`config.mk`:
```
export PLATFORM = sky130hd
export DESIGN_NAME = ale_stream_param
export DESIGN_NICKNAME = d
export VERILOG_FILES = /design/src/rtl/ale_pkg.sv /design/src/rtl/ale_recip_div.sv /design/src/rtl/ale_stream_param.sv
export SDC_FILE = /design/constraint.sdc
export NUM_CORES = 1
export LEC_CHECK = 0
export BUFFER_PORTS_ARGS = -buffer_cell sky130_fd_sc_hd__buf_2
export CAP_MARGIN = 20
export CORE_ASPECT_RATIO = 0.5
export CORE_MARGIN = 1
export CORE_UTILIZATION = 40
export CTS_CLUSTER_SIZE = 40
export DETAILED_ROUTE_END_ITERATION = 16
export GPL_TIMING_DRIVEN = 0
export PLACE_DENSITY = 0.64
export SLEW_MARGIN = 40
export SYNTH_ARGS = -nofsm -noshare
export SYNTH_HDL_FRONTEND = slang
export SYNTH_SLANG_ARGS = --single-unit
```
`constraint.sdc`:
```
create_clock -name clk -period 19.45 [get_ports clk]
set_input_delay 1.945 -clock clk [delete_from_list [all_inputs] [get_ports clk]]
set_output_delay 1.945 -clock clk [all_outputs]
set_load 0.05 [all_outputs]
```
`src/rtl/ale_pkg.sv`:
```
// Shared types and constants for the streaming atmospheric-light estimator.
package ale_pkg;

  typedef enum logic [1:0] {IDLE, SMOOTH, DIVIDE, DONE} ale_state_t;

  localparam int DEF_IMG_W        = 512;
  localparam int DEF_IMG_H        = 512;
  localparam int DEF_DW           = 8;
  localparam int DEF_INV_FRAC     = 16;
  localparam int DEF_INV_W        = 16;
  localparam int DEF_SMOOTH_SHIFT = 0;

  // Quotients are widened to SAT_W before clamping so one function serves any INV_W.
  localparam int SAT_W = 64;

  function automatic logic [SAT_W-1:0] sat_recip(input logic [SAT_W-1:0] quot,
                                                 input logic a_zero,
                                                 input int inv_w);
    logic [SAT_W-1:0] lim;
    lim = (SAT_W'(1) << inv_w) - SAT_W'(1);
    if (a_zero || quot > lim) return lim;
    return quot;
  endfunction

endpackage

```
`src/rtl/ale_recip_div.sv`:
```
// Restoring divider computing floor(2^(QW-1) / divisor), one quotient bit per cycle.
module ale_recip_div
  import ale_pkg::*;
#(
  parameter int DW = 8,
  parameter int QW = 17
) (
  input  logic          clk,
  input  logic          rst,
  input  logic          start,
  input  logic [DW-1:0] divisor,
  output logic [QW-1:0] quot,
  output logic          done
);

  localparam int CW = $clog2(QW + 1);

  logic [DW-1:0] rem;
  logic [DW-1:0] d;
  logic [QW-1:0] num;
  logic [CW-1:0] cnt;
  logic          busy;
  logic [DW:0]   trial;
  logic          ge;

  // Remainder stays below the divisor, so DW bits plus the shifted-in bit suffice.
  assign trial = {rem, num[QW-1]};
  assign ge    = trial >= {1'b0, d};
  // High in the cycle whose closing edge produces the final quotient bit.
  assign done  = busy && (cnt == CW'(QW - 1));

  always_ff @(posedge clk or posedge rst) begin
    if (rst) begin
      rem  <= '0;
      d    <= '0;
      num  <= '0;
      cnt  <= '0;
      busy <= 1'b0;
      quot <= '0;
    end else if (start) begin
      d    <= divisor;
      rem  <= '0;
      num  <= {1'b1, {(QW-1){1'b0}}};
      cnt  <= '0;
      busy <= 1'b1;
      quot <= '0;
    end else if (busy) begin
      num  <= num << 1;
      quot <= {quot[QW-2:0], ge};
      rem  <= ge ? DW'(trial - {1'b0, d}) : trial[DW-1:0];
      cnt  <= cnt + CW'(1);
      if (done) busy <= 1'b0;
    end
  end

endmodule

```
`src/rtl/ale_stream_param.sv`:
```
// Streaming atmospheric-light estimator: per-frame brightest dark-channel pixel,
// optional temporal smoothing and per-channel fixed-point reciprocal.
module ale_stream_param
  import ale_pkg::*;
#(
  parameter int IMG_W        = DEF_IMG_W,
  parameter int IMG_H        = DEF_IMG_H,
  parameter int DW           = DEF_DW,
  parameter int INV_FRAC     = DEF_INV_FRAC,
  parameter int INV_W        = DEF_INV_W,
  parameter int SMOOTH_SHIFT = DEF_SMOOTH_SHIFT
) (
  input  logic              clk,
  input  logic              rst,
  input  logic [3*DW-1:0]   i_pixel_data,
  input  logic              i_pixel_data_valid,
  output logic [DW-1:0]     o_a_r,
  output logic [DW-1:0]     o_a_g,
  output logic [DW-1:0]     o_a_b,
  output logic [INV_W-1:0]  o_inv_a_r,
  output logic [INV_W-1:0]  o_inv_a_g,
  output logic [INV_W-1:0]  o_inv_a_b,
  output logic              o_ale_valid,
  output logic              o_intr,
  output logic              o_overrun
);

  localparam int CW = (IMG_W > 1) ? $clog2(IMG_W) : 1;
  localparam int LW = (IMG_H > 1) ? $clog2(IMG_H) : 1;
  localparam int SW = DW + 2;
  localparam int QW = INV_FRAC + 1;

  ale_state_t    state;
  logic [CW-1:0] col;
  logic [LW-1:0] line;
  logic [DW-1:0] px_r, px_g, px_b, px_dark;
  logic [SW-1:0] px_sum, best_sum;
  logic [DW-1:0] best_r, best_g, best_b, best_dark;
  logic [DW-1:0] snap_r, snap_g, snap_b;
  logic [DW-1:0] a_cur_r, a_cur_g, a_cur_b;
  logic [DW-1:0] sm_r, sm_g, sm_b;
  logic          prev_valid;
  logic          col_last, line_last, first_px, frame_last, take, snap_go;
  logic [QW-1:0] q_r, q_g, q_b;
  logic          done_r, done_g, done_b;

  assign {px_r, px_g, px_b} = i_pixel_data;

  always_comb begin
    px_dark = px_r;
    if (px_g < px_dark) px_dark = px_g;
    if (px_b < px_dark) px_dark = px_b;
  end

  assign px_sum     = SW'(px_r) + SW'(px_g) + SW'(px_b);
  assign col_last   = col == CW'(IMG_W - 1);
  assign line_last  = line == LW'(IMG_H - 1);
  assign first_px   = (col == '0) && (line == '0);
  assign frame_last = col_last && line_last;
  // Strict comparisons keep the earlier pixel on a full tie.
  assign take       = first_px || (px_dark > best_dark) ||
                      ((px_dark == best_dark) && (px_sum > best_sum));
  assign snap_go    = i_pixel_data_valid && frame_last && (state == IDLE);

  always_ff @(posedge clk or posedge rst) begin
    if (rst) begin
      col       <= '0;
      line      <= '0;
      best_r    <= '0;
      best_g    <= '0;
      best_b    <= '0;
      best_dark <= '0;
      best_sum  <= '0;
      snap_r    <= '0;
      snap_g    <= '0;
      snap_b    <= '0;
      o_intr    <= 1'b0;
      o_overrun <= 1'b0;
    end else begin
      o_intr    <= 1'b0;
      o_overrun <= 1'b0;
      if (i_pixel_data_valid) begin
        o_intr <= col_last;
        col    <= col_last ? '0 : col + CW'(1);
        if (col_last) line <= line_last ? '0 : line + LW'(1);
        if (frame_last) begin
          best_r    <= '0;
          best_g    <= '0;
          best_b    <= '0;
          best_dark <= '0;
          best_sum  <= '0;
          if (state == IDLE) begin
            snap_r <= take ? px_r : best_r;
            snap_g <= take ? px_g : best_g;
            snap_b <= take ? px_b : best_b;
          end else begin
            o_overrun <= 1'b1;
          end
        end else if (take) begin
          best_r    <= px_r;
          best_g    <= px_g;
          best_b    <= px_b;
          best_dark <= px_dark;
          best_sum  <= px_sum;
        end
      end
    end
  end

  function automatic logic [DW-1:0] smooth(input logic [DW-1:0] cur, input logic [DW-1:0] prev);
    logic signed [DW:0] diff, step, acc;
    diff = $signed({1'b0, cur}) - $signed({1'b0, prev});
    step = diff >>> SMOOTH_SHIFT;
    acc  = $signed({1'b0, prev}) + step;
    return acc[DW-1:0];
  endfunction

  always_comb begin
    sm_r = snap_r;
    sm_g = snap_g;
    sm_b = snap_b;
    if (SMOOTH_SHIFT != 0 && prev_valid) begin
      sm_r = smooth(snap_r, a_cur_r);
      sm_g = smooth(snap_g, a_cur_g);
      sm_b = smooth(snap_b, a_cur_b);
    end
  end

  // Dividers latch the smoothed value on the same edge that registers it.
  ale_recip_div #(.DW(DW), .QW(QW)) u_div_r (
    .clk(clk), .rst(rst), .start(state == SMOOTH), .divisor(sm_r), .quot(q_r), .done(done_r));
  ale_recip_div #(.DW(DW), .QW(QW)) u_div_g (
    .clk(clk), .rst(rst), .start(state == SMOOTH), .divisor(sm_g), .quot(q_g), .done(done_g));
  ale_recip_div #(.DW(DW), .QW(QW)) u_div_b (
    .clk(clk), .rst(rst), .start(state == SMOOTH), .divisor(sm_b), .quot(q_b), .done(done_b));

  always_ff @(posedge clk or posedge rst) begin
    if (rst) begin
      state       <= IDLE;
      a_cur_r     <= '0;
      a_cur_g     <= '0;
      a_cur_b     <= '0;
      prev_valid  <= 1'b0;
      o_a_r       <= '0;
      o_a_g       <= '0;
      o_a_b       <= '0;
      o_inv_a_r   <= '0;
      o_inv_a_g   <= '0;
      o_inv_a_b   <= '0;
      o_ale_valid <= 1'b0;
    end else begin
      o_ale_valid <= 1'b0;
      case (state)
        IDLE: if (snap_go) state <= SMOOTH;
        SMOOTH: begin
          a_cur_r    <= sm_r;
          a_cur_g    <= sm_g;
          a_cur_b    <= sm_b;
          prev_valid <= 1'b1;
          state      <= DIVIDE;
        end
        DIVIDE: if (done_r && done_g && done_b) state <= DONE;
        DONE: begin
          o_a_r       <= a_cur_r;
          o_a_g       <= a_cur_g;
          o_a_b       <= a_cur_b;
          o_inv_a_r   <= INV_W'(sat_recip(SAT_W'(q_r), a_cur_r == '0, INV_W));
          o_inv_a_g   <= INV_W'(sat_recip(SAT_W'(q_g), a_cur_g == '0, INV_W));
          o_inv_a_b   <= INV_W'(sat_recip(SAT_W'(q_b), a_cur_b == '0, INV_W));
          o_ale_valid <= 1'b1;
          state       <= IDLE;
        end
        default: state <= IDLE;
      endcase
    end
  end

endmodule
```
==> flow_summary.yaml <==
logic_synthesis:
  ys_dominant_reg_cell: "dfrtp_1"
  async_reset_ff_share_pct: 100
  ys.warnings.count: 0
  yosys-top-cells-area: "dfrtp_1, ha_1, mux2i_1"
  synth-edff-count: 0
  netlist.area_leader.share_pct: 50.5
  netlist_top_cells_count: "dfrtp_1, nor2_1, mux2i_1"
  syn_avg_cell_area_um2: 11.0
  netlist_instances: 1270
  ys_ff_latch: 281
  synth_top_area_cell: "dfrtp_1"
  ys_seq_area_share_pct: 50.5
  syn-num-nets: 1388
  netlist_area_um2: 13900
  yosysUniqueCellTypes: 66
  post-synth-top-count-cell: "dfrtp_1"
setup_path:
  worstSetupStartpointType: "input pin"
  rr_endpoint: "u_div_g.rem[1]$_DFFE_PP0P_"
  cp_slowest_cell: "a2111o_1"
  rr_worst_depth: 9
  path_max_fanout: 10
  arrival_ns: 7.23
  required_ns: 19.93
  reg2reg_from: "u_div_g.d[1]$_DFFE_PP0P_"
  cpPeakStageDelay_ns: 0.39
  cp_cell_sequence: "buf_2 > inv_1 > ha_1 > a2111o_1 > and3b_4 > nor2_4 > mux2i_1 > ha_1 > a21o_1 > a21o_1 > a211o_1 > nor3_1 > a21oi_4 > mux2i_1 > ha_1 > o21ai_0 > o21bai_1 > a21oi_1 > nor2_1 > o32a_1 > buf_6 > o21ai_2 > buf_2 > a22o_1"
  cp_top_family: "compound AO/OA/AOI/OAI gates"
  r2r_slack_ns: 16.45
  crit_type: "in -> reg"
  crit_top_cell: "ha_1"
  endpoint_kind: "register"
  crit_buf_inv: 4
timing:
  fin_setup_tns_ns: 0
  worst_slew_pin_slew_ns: 0.905
  timing.final.crit_period_ns: 6.75
  setup_viol: 0
  slew_violations: 0
  fmax_mhz: 148
  min_period_over_period_pct: 34.7
  relSlewSlack_pct: 39.7
  grt_setup_unrepaired: "false"
  finClkSkew_ns: 0.0177
  hold_viol: 0
drt:
  via_per_inst: 5.34
  drt_iter0_markers: 859
  drc: 0
  routedWlPerCell_um: 17.2
  routed_wl_mm: 32.5
  ant_nets: 0
  firstDrtPassIters: 5
  num_vias: 10079
min_path:
  hp-start: "u_div_r.num[16]$_DFFE_PP0P_"
  hold_depth: 1
  min_path_type: "reg -> reg"
  worst_hold_path.endpoint: "u_div_r.num[16]$_DFFE_PP0P_"
flow_run:
  cap_violations: 0
placement:
  dpl_cell_area_um2: 15100
  io_buffers: 101
  gp_congestion: 0.940
  dp_hpwl_mm: 23.9
power:
  clkPwrFrac_pct: 36.7
  p_seq_share_pct: 43.5
  switching_share_pct: 27.3
  p_per_area_nw_per_um2: 94.8
  internal_power_mw: 1.11
  vdd_drop_max_v: 0.0000500
  leakage_nw: 7.75
  comb_power_share_pct: 19.8
  switching_power_uw: 416
clock_tree:
  clockBufferDepth: 3
  tritoncts: "yes"
  clk_latency_ns: 0.54
  cts_hold_buf: 0
  cts_setup_buffers: 0
  cts-root-buf: "clkbuf_16"
  clock-sinks: 281
  clkSlewWorstSetupHoldPaths_ns: 0.06
  cts_resized: 0
  cts_made_buffers: 27
  h-tree-depth: 1
floorplan:
  dieArea_um2: 35600
  initial_core_util_pct: 41.4
  die_w_um: 266
  core_area_um2: 33600
  fp-row-count: 47
  die_h_um: 134
  num_io_pins: 102
status:
  status: "complete, no violations"
finish:
  nets: 1521
  drive_gt1_share_pct: 14.5
  final_design_area_no_fill_um2: 16100
  syn_to_final_growth_pct: 15.2
grt:
  antenna_found_initial: 2
  grt_pass1_vias: 10098
  grt_pass1_wl_mm: 53.9
  grt_use_total_pct: 18.6
  overflow: 0
  grt_max_degree: 83
[power groups by stage]
stage          sequential (mW)  combinational, mW  clock (mW)
6_report                 0.662              0.301       0.559
5_1_grt                  0.667              0.338       0.594
4_1_cts                  0.661              0.304       0.570
3_5_place_dp             0.672              0.302           0
3_3_place_gp             0.670              0.291           0
2_1_floorplan            0.664              0.233           0
[area by class of cell]
| cell class | count | area [um^2] |
|---|---|---|
| Clock buffer | 38 | 787 |
| Tap cell | 465 | 582 |
| Fill cell | 3072 | 17600 |
| Multi-Input combinational cell | 841 | 6290 |
| Inverter | 87 | 334 |
| Timing Repair Buffer | 104 | 588 |
| Buffer | 61 | 284 |
| Antenna cell | 2 | 5.00 |
| Clock inverter | 10 | 154 |
| Sequential cell | 281 | 7030 |
[kinds of logic (layout without fill, tap and decap cells)]
kind of cell | after synthesis | in the layout | synth area share [%]
other cells | 0 | 2 | 0
flops | 281 | 281 | 50.5
mux | 127 | 127 | 9.39
fa+ha+maj | 91 | 91 | 8.82
simple gates | 321 | 321 | 10.7
xor+xnor | 29 | 29 | 1.82
compound gates | 273 | 273 | 14.4
buf+inv | 148 | 300 | 4.38
[registers in the layout, indices dropped and copies added, names as in the netlist, 9 cells and up]
| signal | count |
|---|---|
| u_div_g.quot | 17 |
| o_inv_a_r | 16 |
| o_inv_a_b | 16 |
| best_sum | 10 |
| line | 9 |
| col | 9 |
| u_div_b.quot | 17 |
| u_div_r.quot | 17 |
| o_inv_a_g | 16 |
[stage by stage]
step	worst slack, ns	util, %	instances	hold slack, ns	power (mW)
2_1_floorplan	9.75	-	1270	0.444	0.897
3_3_place_gp	7.04	44.6	1836	0.461	0.961
3_5_place_dp	12.15	44.9	1839	0.465	0.974
4_1_cts	12.72	47.7	1887	0.480	1.53
5_1_grt	12.30	47.7	1889	0.506	1.60
6_report	12.70	47.7	1889	0.480	1.52
[cells in the final DEF, fill, tap and decap left out, types with 11 or more instances in the layout]
cell type,n
nand4_1,21
clkbuf_16,27
nand2_1,86
mux2_2,29
buf_2,109
o21ai_0,73
o22a_1,49
inv_1,86
clkbuf_1,48
dfrtp_1,281
nor4_1,14
nand3_1,11
a21oi_1,25
fa_1,12
ha_1,79
mux2i_1,98
xor2_1,16
a22o_1,42
nor3_1,18
a21o_1,11
a211oi_1,23
xnor2_1,13
nor2_1,121
[layer usage]
| metal | part of all wire [%] | track usage (%) | vias up |
|---|---|---|---|
| li1 | - | - | 4775 |
| met1 | 46 | 25.9 | 5026 |
| met2 | 47 | 30.6 | 211 |
| met3 | 4.0 | 2.66 | 67 |
| met4 | 2.4 | 5.20 | 0 |
| met5 | 0 | 0 | - |
[worst max-delay path by stage]
stage	end	startpoint	depth (start not counted)
global placement	o_inv_a_r[7]$_DFFE_PP0P_	rst	2
detailed placement	best_sum[4]$_DFFE_PP0P_	i_pixel_data[17]	24
global route	best_sum[4]$_DFFE_PP0P_	i_pixel_data[17]	24
floorplan	best_b[0]$_DFFE_PP0P_	rst	1
CTS	best_sum[4]$_DFFE_PP0P_	i_pixel_data[17]	24
finish	best_sum[4]$_DFFE_PP0P_	i_pixel_data[17]	24
Power figures use the tool's default switching activity.
